--- src/rtl/vga_pkg.sv ---
// Shared definitions for the VGA framebuffer path.
//   - 640x480@60 timing constants (pixels, porches, sync widths, totals)
//   - framebuffer geometry: FB_WIDTH x FB_HEIGHT, upscaled by 2^SCALE_LOG2
//   - RGB444 field widths and packed colour type
//   - arbiter FSM state encoding
//   - helper computing a row-major framebuffer index
package vga_pkg;

    // 640x480 @ 60 Hz, 25 MHz pixel clock
    localparam int H_ACTIVE = 640;
    localparam int H_FRONT  = 16;
    localparam int H_SYNC   = 96;
    localparam int H_BACK   = 48;
    localparam int H_TOTAL  = H_ACTIVE + H_FRONT + H_SYNC + H_BACK;
    localparam int V_ACTIVE = 480;
    localparam int V_FRONT  = 10;
    localparam int V_SYNC   = 2;
    localparam int V_BACK   = 33;
    localparam int V_TOTAL  = V_ACTIVE + V_FRONT + V_SYNC + V_BACK;

    // Framebuffer geometry
    localparam int FB_WIDTH   = 160;
    localparam int FB_HEIGHT  = 120;
    localparam int SCALE_LOG2 = 2;
    localparam int FB_DEPTH   = FB_WIDTH * FB_HEIGHT;

    // RGB444 fields
    localparam int R_BITS   = 4;
    localparam int G_BITS   = 4;
    localparam int B_BITS   = 4;
    localparam int RGB_BITS = R_BITS + G_BITS + B_BITS;

    typedef struct packed {
        logic [R_BITS-1:0] r;
        logic [G_BITS-1:0] g;
        logic [B_BITS-1:0] b;
    } rgb444_t;

    // Arbiter state: IDLE serves the writer, CLEAR owns all non-scan cycles
    typedef enum logic {
        ARB_IDLE  = 1'b0,
        ARB_CLEAR = 1'b1
    } arb_state_e;

    // Row-major framebuffer index, 32-bit so callers truncate explicitly
    function automatic logic [31:0] fb_index(input logic [31:0] col,
                                             input logic [31:0] row,
                                             input int          width);
        return row * 32'(width) + col;
    endfunction

endpackage

--- src/rtl/vga_scan_pipe.sv ---
// Scanout pipeline: aligns RAM read data with the delayed sync signals.
// Colour and syncs appear exactly two cycles after the x/y/sync inputs.
//
// Ports:
//   clk, rst          pixel clock, synchronous active-high reset
//   scan_slot_i       this cycle issues a framebuffer read
//   video_active_i    sync generator's active-video flag
//   hsync_i, vsync_i  active-low syncs from the sync generator
//   rdata_i           RAM read data (valid the cycle after a scan slot)
//   hsync_o, vsync_o  syncs delayed by two registers
//   colour_o          registered RGB444 colour, 0 outside active video
module vga_scan_pipe
    import vga_pkg::*;
(
    input  logic                clk,
    input  logic                rst,
    input  logic                scan_slot_i,
    input  logic                video_active_i,
    input  logic                hsync_i,
    input  logic                vsync_i,
    input  logic [RGB_BITS-1:0] rdata_i,
    output logic                hsync_o,
    output logic                vsync_o,
    output rgb444_t             colour_o
);

    logic          slot_q;
    logic          active_q;
    logic [1:0]    hsync_q;
    logic [1:0]    vsync_q;
    rgb444_t       pix_hold_q, pix_hold_d;
    rgb444_t       colour_q, colour_d;

    // The RAM answers one cycle after the slot, so the capture is qualified
    // by the delayed slot flag. Using the bypass value (pix_hold_d) in the
    // colour stage keeps the total latency at two cycles; the colour
    // register doubles as the second delay stage of video_active.
    always_comb begin
        pix_hold_d = pix_hold_q;
        if (slot_q) begin
            pix_hold_d = rgb444_t'(rdata_i);
        end
        colour_d = '0;
        if (active_q) begin
            colour_d = pix_hold_d;
        end
    end

    always_ff @(posedge clk) begin
        if (rst) begin
            slot_q     <= 1'b0;
            active_q   <= 1'b0;
            hsync_q    <= 2'b11;
            vsync_q    <= 2'b11;
            pix_hold_q <= '0;
            colour_q   <= '0;
        end else begin
            slot_q     <= scan_slot_i;
            active_q   <= video_active_i;
            hsync_q    <= {hsync_q[0], hsync_i};
            vsync_q    <= {vsync_q[0], vsync_i};
            pix_hold_q <= pix_hold_d;
            colour_q   <= colour_d;
        end
    end

    assign hsync_o  = hsync_q[1];
    assign vsync_o  = vsync_q[1];
    assign colour_o = colour_q;

endmodule

--- src/rtl/vga_fb_arbiter.sv ---
// Framebuffer RAM arbiter between display scanout, a hardware clear engine
// and a drawing-engine write port. Strict priority: scan > clear > writer.
// Scan slots fall on every 2^SCALE_LOG2-th active pixel and are never
// delayed; every other cycle goes to the clear (while running) or writer.
//
// Handshake: wr_ready is a pure function of the scan slot and FSM state
// (never of wr_valid); a request is consumed on any cycle where
// wr_valid && wr_ready. Out-of-range coordinates are consumed without a
// RAM access.
//
// Ports:
//   clk, rst                     pixel clock, synchronous active-high reset
//   video_active_in, x_loc, y_loc, hsync_in, vsync_in   sync generator
//   hsync_out, vsync_out, red, green, blue              to the pins
//   wr_valid, wr_ready, wr_x, wr_y, wr_data             writer port
//   clear_req, clear_color, clear_busy                  clear control
//   mem_en, mem_we, mem_addr, mem_wdata, mem_rdata      single-port RAM
//   dbg_state                    current arbiter state
module vga_fb_arbiter
    import vga_pkg::*;
#(
    parameter int FB_WIDTH   = vga_pkg::FB_WIDTH,
    parameter int FB_HEIGHT  = vga_pkg::FB_HEIGHT,
    parameter int SCALE_LOG2 = vga_pkg::SCALE_LOG2,
    parameter int X_BITS     = 10,
    parameter int Y_BITS     = 10,
    parameter int ADDR_BITS  = 15
) (
    input  logic                 clk,
    input  logic                 rst,
    input  logic                 video_active_in,
    input  logic [X_BITS-1:0]    x_loc,
    input  logic [Y_BITS-1:0]    y_loc,
    input  logic                 hsync_in,
    input  logic                 vsync_in,
    output logic                 hsync_out,
    output logic                 vsync_out,
    output logic [3:0]           red,
    output logic [3:0]           green,
    output logic [3:0]           blue,
    input  logic                 wr_valid,
    output logic                 wr_ready,
    input  logic [7:0]           wr_x,
    input  logic [6:0]           wr_y,
    input  logic [11:0]          wr_data,
    input  logic                 clear_req,
    input  logic [11:0]          clear_color,
    output logic                 clear_busy,
    output logic                 mem_en,
    output logic                 mem_we,
    output logic [ADDR_BITS-1:0] mem_addr,
    output logic [11:0]          mem_wdata,
    input  logic [11:0]          mem_rdata,
    output arb_state_e           dbg_state
);

    localparam int                   DEPTH     = FB_WIDTH * FB_HEIGHT;
    localparam logic [ADDR_BITS-1:0] LAST_ADDR = ADDR_BITS'(DEPTH - 1);

    arb_state_e           state_q, state_d;
    logic [ADDR_BITS-1:0] clr_addr_q, clr_addr_d;
    logic [11:0]          clr_color_q, clr_color_d;

    logic                 scan_slot;
    logic [ADDR_BITS-1:0] scan_addr;
    logic [ADDR_BITS-1:0] wr_addr;
    logic                 wr_in_range;
    rgb444_t              colour;

    // One read per upscaled pixel: the first screen column of each group
    assign scan_slot = video_active_in && (x_loc[SCALE_LOG2-1:0] == '0);

    // Constant multiplies; synthesis reduces these to shift-adds
    assign scan_addr = ADDR_BITS'(fb_index(32'(x_loc) >> SCALE_LOG2,
                                           32'(y_loc) >> SCALE_LOG2,
                                           FB_WIDTH));
    assign wr_addr   = ADDR_BITS'(fb_index(32'(wr_x), 32'(wr_y), FB_WIDTH));

    assign wr_in_range = (32'(wr_x) < 32'(FB_WIDTH)) &&
                         (32'(wr_y) < 32'(FB_HEIGHT));

    always_comb begin
        state_d     = state_q;
        clr_addr_d  = clr_addr_q;
        clr_color_d = clr_color_q;
        mem_en      = 1'b0;
        mem_we      = 1'b0;
        mem_addr    = '0;
        mem_wdata   = '0;
        wr_ready    = !scan_slot && (state_q == ARB_IDLE);

        // RAM port mux in strict priority order
        if (scan_slot) begin
            mem_en   = 1'b1;
            mem_addr = scan_addr;
        end else if (state_q == ARB_CLEAR) begin
            mem_en    = 1'b1;
            mem_we    = 1'b1;
            mem_addr  = clr_addr_q;
            mem_wdata = clr_color_q;
        end else if (wr_valid && wr_in_range) begin
            // Reaching here implies wr_ready; out-of-range requests are
            // still consumed by the handshake but touch no RAM.
            mem_en    = 1'b1;
            mem_we    = 1'b1;
            mem_addr  = wr_addr;
            mem_wdata = wr_data;
        end

        case (state_q)
            ARB_IDLE: begin
                if (clear_req) begin
                    state_d     = ARB_CLEAR;
                    clr_addr_d  = '0;
                    clr_color_d = clear_color;
                end
            end
            ARB_CLEAR: begin
                // Advance only on cycles where the clear actually wrote
                if (!scan_slot) begin
                    if (clr_addr_q == LAST_ADDR) begin
                        state_d = ARB_IDLE;
                    end else begin
                        clr_addr_d = clr_addr_q + ADDR_BITS'(1);
                    end
                end
            end
            default: state_d = ARB_IDLE;
        endcase

        // No RAM access of any kind in a reset cycle
        if (rst) begin
            mem_en = 1'b0;
            mem_we = 1'b0;
        end
    end

    always_ff @(posedge clk) begin
        if (rst) begin
            state_q     <= ARB_IDLE;
            clr_addr_q  <= '0;
            clr_color_q <= '0;
        end else begin
            state_q     <= state_d;
            clr_addr_q  <= clr_addr_d;
            clr_color_q <= clr_color_d;
        end
    end

    assign clear_busy = (state_q == ARB_CLEAR);
    assign dbg_state  = state_q;

    vga_scan_pipe u_scan_pipe (
        .clk            (clk),
        .rst            (rst),
        .scan_slot_i    (scan_slot),
        .video_active_i (video_active_in),
        .hsync_i        (hsync_in),
        .vsync_i        (vsync_in),
        .rdata_i        (mem_rdata),
        .hsync_o        (hsync_out),
        .vsync_o        (vsync_out),
        .colour_o       (colour)
    );

    assign red   = colour.r;
    assign green = colour.g;
    assign blue  = colour.b;

endmodule

--- config.mk ---
export PLATFORM = sky130hd
export DESIGN_NAME = vga_fb_arbiter
export DESIGN_NICKNAME = d
export VERILOG_FILES = /design/src/rtl/vga_pkg.sv /design/src/rtl/vga_scan_pipe.sv /design/src/rtl/vga_fb_arbiter.sv
export SDC_FILE = /design/constraint.sdc
export NUM_CORES = 1
export LEC_CHECK = 0
export ABC_CLOCK_PERIOD_IN_PS = 5900
export BUFFER_PORTS_ARGS = -buffer_cell sky130_fd_sc_hd__clkbuf_2
export CORE_MARGIN = 4
export CORE_UTILIZATION = 52
export CTS_BUF_LIST = sky130_fd_sc_hd__clkbuf_16
export CTS_CLUSTER_DIAMETER = 40
export CTS_CLUSTER_SIZE = 40
export DETAILED_ROUTE_END_ITERATION = 10
export HOLD_SLACK_MARGIN = 0.05
export MAX_ROUTING_LAYER = met4
export PLACE_DENSITY = 0.83
export SLEW_MARGIN = 20
export SYNTH_ARGS = -nofsm -noshare
export SYNTH_HDL_FRONTEND = slang
export SYNTH_SLANG_ARGS = --single-unit
--- constraint.sdc ---
create_clock -name clk -period 5.9 [get_ports clk]
set_input_delay 1.18 -clock clk [delete_from_list [all_inputs] [get_ports clk]]
set_output_delay 1.18 -clock clk [all_outputs]
set_load 0.01 [all_outputs]
After elaboration in Yosys (flattened, before gate mapping)

Cells that the tools add are included.

Muxes and demuxes: 21
Bitwise operators: 2
$lt $le $gt $ge: 2
Reductions and logical operators: 9
Equal/unequal tests: 4
Multipliers: 2
$add $sub $neg: 3

Operators with widths:

| cell                                               | number |
|---|---|
| two-way mux 15 bit                                 | 6 |
| two-way mux 12 bit                                 | 4 |
| adder 15 x 8 -> 15 bit                             | 2 |
| case mux 15 bit (2 select lines)                   | 1 |
| adder 15 x 1 -> 15 bit (second input constant)     | 1 |
| == test 15 bit (second input constant)             | 1 |
| multiplier 7 x 3 -> 10 bit (second input constant) | 1 |
| multiplier 8 x 3 -> 10 bit (second input constant) | 1 |
| two-way mux 1 bit                                  | 9 |
| less-than comparator 8 bit (second input constant) | 1 |
| less-than comparator 7 bit (second input constant) | 1 |
| inequality test 2 bit (second input constant)      | 3 |
| logical AND 1 bit                                  | 4 |
| AND reduction 3 bit                                | 1 |
| logical NOT 2 bit                                  | 1 |
| NOT 1 bit                                          | 2 |
| case mux 1 bit (2 select lines)                    | 1 |
| AND reduction 2 bit                                | 1 |
| OR reduction 2 bit                                 | 1 |
| logical NOT 1 bit                                  | 1 |

Logic and storage cells: 56
Output and inout bits: 46
Bits in registers: 58

Depth between registers and ports, before layout

Depth in word-level cells: 7
Mapped depth: 10

By module

From an unflattened synthesis, not the netlist that was laid out.

Cells, all modules: 432
Area total of the unflattened synthesis: 3,661.0 um^2

Modules (own cells, without submodules):

| module         | seq. area each (um^2) | area each (um^2) | times used | cells each |
|---|---|---|---|---|
| vga_fb_arbiter | 560.5                 | 2,766.4          | 1          | 355 |
| vga_scan_pipe  | 600.6                 | 894.6            | 1          | 77 |

Worst setup path after synthesis

OpenSTA, ideal clock, no wires.

Path type: input to output
Start point: input wr_y[1]
End point: output mem_addr[12]
Data arrival time: 3.328 ns
Stages: 8
Buffers on the path: 0
Setup slack: 1.392 ns
Path through: ha_1 -> ha_1 -> inv_1 -> fa_1 -> nand3b_1 -> nor4b_1 -> xor2_1 -> a221o_1

Longest elaborated chain between the ends: 6
Elaborated cells between the ends (all ways): 8

RTL lines:

| item                                                                           | RTL line              | RTL |
|---|---|---|
| start: declaration                                                             | vga_fb_arbiter.sv:44  | `input logic [6:0] wr_y,` |
| parallel branches: the longest is 3 deep, another holds adder 15 x 8 -> 15 bit | n/a                   |  |
| two-way mux 15 bit *                                                           | vga_fb_arbiter.sv:101 | `end else if (wr_valid && wr_in_range) begin` |
| two-way mux 15 bit *                                                           | vga_fb_arbiter.sv:96  | `end else if (state_q == ARB_CLEAR) begin` |
| two-way mux 15 bit *                                                           | vga_fb_arbiter.sv:93  | `if (scan_slot) begin` |
| end: declaration                                                               | vga_fb_arbiter.sv:51  | `output logic [ADDR_BITS-1:0] mem_addr,` |

Mark *: on every way between the ends.

Final worst setup path

Start point: input wr_y[1]
End point: output mem_addr[14]

The elaborated chain is that of the path after synthesis.

==> reports/results.ini <==
[clock_tree]
cts_setup_buffers=0
clockBufferDepth=2
h-tree-depth=3
ctsHoldBuffers=0
clock_sinks=58
root_buffer=clkbuf_16
insertion_delay_ns=0.32
path_clk_slew_ns=0.05
numCtsBuffers=9
cts_tree=built
cts_resized=0

[pwr]
p_leak_nw=2.07
power_density_nw_per_um2=280
vdd_drop_max_mv=0.270
finalPower_mw=1.27

[worst_setup_path]
crit_type=in -> out
r2r_start=clear_busy
reg2reg_slack_ns=3.61
r2r-end=clr_addr_q[13]
r2r_cells=6
worstPathArrival_ns=3.84
crit_path_end_kind=primary output
crit_fanout=3
critPathRequiredTime_ns=4.72
startpoint_type=input port

[floorplan]
die_y_um=90.3
die_area_um2=8150
start_util_pct=54.5
io_pins=124
core_area_um2=6460
row_count=29
die_w_um=90.3

[global_route]
groute.usage.overall_pct=22.4
antenna_found_initial=0
grt_pass1_vias=3318
grt_start_max_net_pins=37
overflow=0
grt_pass1_wl_um=14600

[route]
drc=0
wl_met3_um=521
vias_per_cell=5.50
drtAntennaViolNets=0
drtPass1Iterations=4
routed.top_layer=met4
wl_met2_um=4670
routedWlPerCell_um=14.8
routed-via-count=3324
drt_wl_total_um=8970
met1_length_um=3610
detail_route.iter0.violations=143

[placed_design]
gp_congestion=0.882
hpwl_um=6910
numPortBuffers=121
placed_area_um2=4180
pre_cts_ws_ns=0.874
dp.cells=588

[synth]
post_synth_main_area_contributors=dfxtp_1 33%, ha_1 10%, nor2_1 6.4%
synth_seq_area_share_pct=33.0
async_flop_share_pct=0
ys_types=55
synth_top_area_share_pct=33.0
synth_fp_nets=515
synth_common_cells=60 x nor2_1, 58 x dfxtp_1, 32 x nand2_1
yosysWarnings=0
synth.largest_area_cell=dfxtp_1
synth-edff-count=0
synthMostInstantiatedCell=nor2_1
ys.flop_type=dfxtp_1
syn_avg_cell_area_um2=8.71
synthesis.area_um2=3520
ys_seq_elements=58
synthCells=404

[outcome]
status=complete, no violations

[finish]
drive_gt1_share_pct=29.4
stdcell_count=604
nNetsFinal=633
final_area_um2=4530
syn2layout_area_growth_pct=28.7
final_util_pct=70.1
antenna_cells=0
nFillCells=504

[timing]
max_freq_mhz=199
worst_pin_slew_ns=1.00
min_period_over_period_pct=85.0
final-hold-violation-count=0
clock_skew_ns=0.00374
tns_ns=0
timing.slew.headroom_pct=33.2
maxSlewViolCount=0
holdWs_ns=0.420
layout_min_cycle_time_ns=5.02
rsz0062_at_grt=false
setup_viol=0
worst_slack_ns=0.884

[worst_hold_path]
min_to=u_scan_pipe.vsync_q[1]
min_path_type=reg -> reg
min-delay-start=u_scan_pipe.vsync_q[0]
hold-path-cell-count=1

[flow_run]
maxCapViolCount=0

==> cell type report <==
type	count	area (um2)	share of cell area, %
Clock inverter	7	125	2.76
Multi-Input combinational cell	315	2240	49.5
Tap cell	77	96.3	2.13
Clock buffer	9	225	4.97
Sequential cell	58	1160	25.6
Timing Repair Buffer	124	628	13.9
Inverter	14	52.6	1.16
==> metal layers <==
metal / GRT usage (%) / up-vias
met5: - / -
met4: 7.53 / 0
met3: 7.25 / 18
met2: 39.1 / 114
met1: 23.8 / 1521
li1: - / 1671
==> where the power goes <==
group | switching (mW) | internal (mW)
registers | 0.00969 | 0.403
clock network | 0.185 | 0.416
logic | 0.138 | 0.118
==> critical path, cell delays in order <==
cell and delay [ns]:
clkbuf_2 0.12, ha_1 0.29, ha_1 0.16, inv_1 0.05, fa_1 0.39, xnor2_1 0.23
nand3b_1 0.12, nor4b_1 0.57, maj3_1 0.30, o211ai_1 0.10, o211ai_1 0.14, clkbuf_2 0.17
==> layout by cell type, fill, tap and decap left out, drive strengths merged, types with 3 or more instances in the layout <==
| cell type | instances |
|---|---|
| clkbuf | 130 |
| nor2 | 60 |
| dfxtp | 58 |
| nand2 | 32 |
| ha | 29 |
| a21oi | 23 |
| xnor2 | 21 |
| inv | 16 |
| mux2i | 13 |
| and2 | 13 |
| a22o | 12 |
| xor2 | 10 |
| nand3 | 9 |
| a221oi | 9 |
| nor2b | 7 |
| or2 | 7 |
| nor3b | 7 |
| o21ai | 5 |
| and3 | 5 |
| a221o | 5 |
| nand4 | 4 |
| fa | 4 |
| nor3 | 4 |
| a211oi | 3 |
| o211ai | 3 |
| bufinv | 3 |
| buf | 3 |
==> worst max path at each step <==
| stage | to | slack, ns | from |
|---|---|---|---|
| global placement | mem_addr[14] | 0.93 | wr_y[1] |
| finish | mem_addr[14] | 0.88 | wr_y[1] |
| floorplan | mem_addr[12] | 1.39 | wr_y[1] |
| detailed placement | mem_addr[14] | 0.87 | wr_y[1] |
| CTS | mem_addr[14] | 0.85 | wr_y[1] |
| global route | mem_addr[14] | 0.67 | wr_y[1] |
==> state kept, by name, summed over array words and instances, names as in the netlist <==
| signal | count |
|---|---|
| clr_addr_q | 15 |
| clr_color_q | 12 |
| u_scan_pipe.colour_o | 12 |
| u_scan_pipe.pix_hold_q | 12 |
| u_scan_pipe.hsync_q | 2 |
| u_scan_pipe.vsync_q | 2 |
| clear_busy | 1 |
| u_scan_pipe.active_q | 1 |
| u_scan_pipe.slot_q | 1 |
==> kinds of logic (layout without fill, tap and decap cells) <==
kind of cell,count (synthesis),count (layout),share of synthesized area [%]
AO/OA/AOI/OAI,75,75,15.7
buffers and inverters,31,154,3.45
adder cells (fa/ha/maj),34,34,12.9
multiplexers,13,13,3.70
flip-flops,58,58,33.0
XOR/XNOR,32,32,8.39
AND/OR/NAND/NOR,161,161,22.9
(Power assumes the default switching activity.)
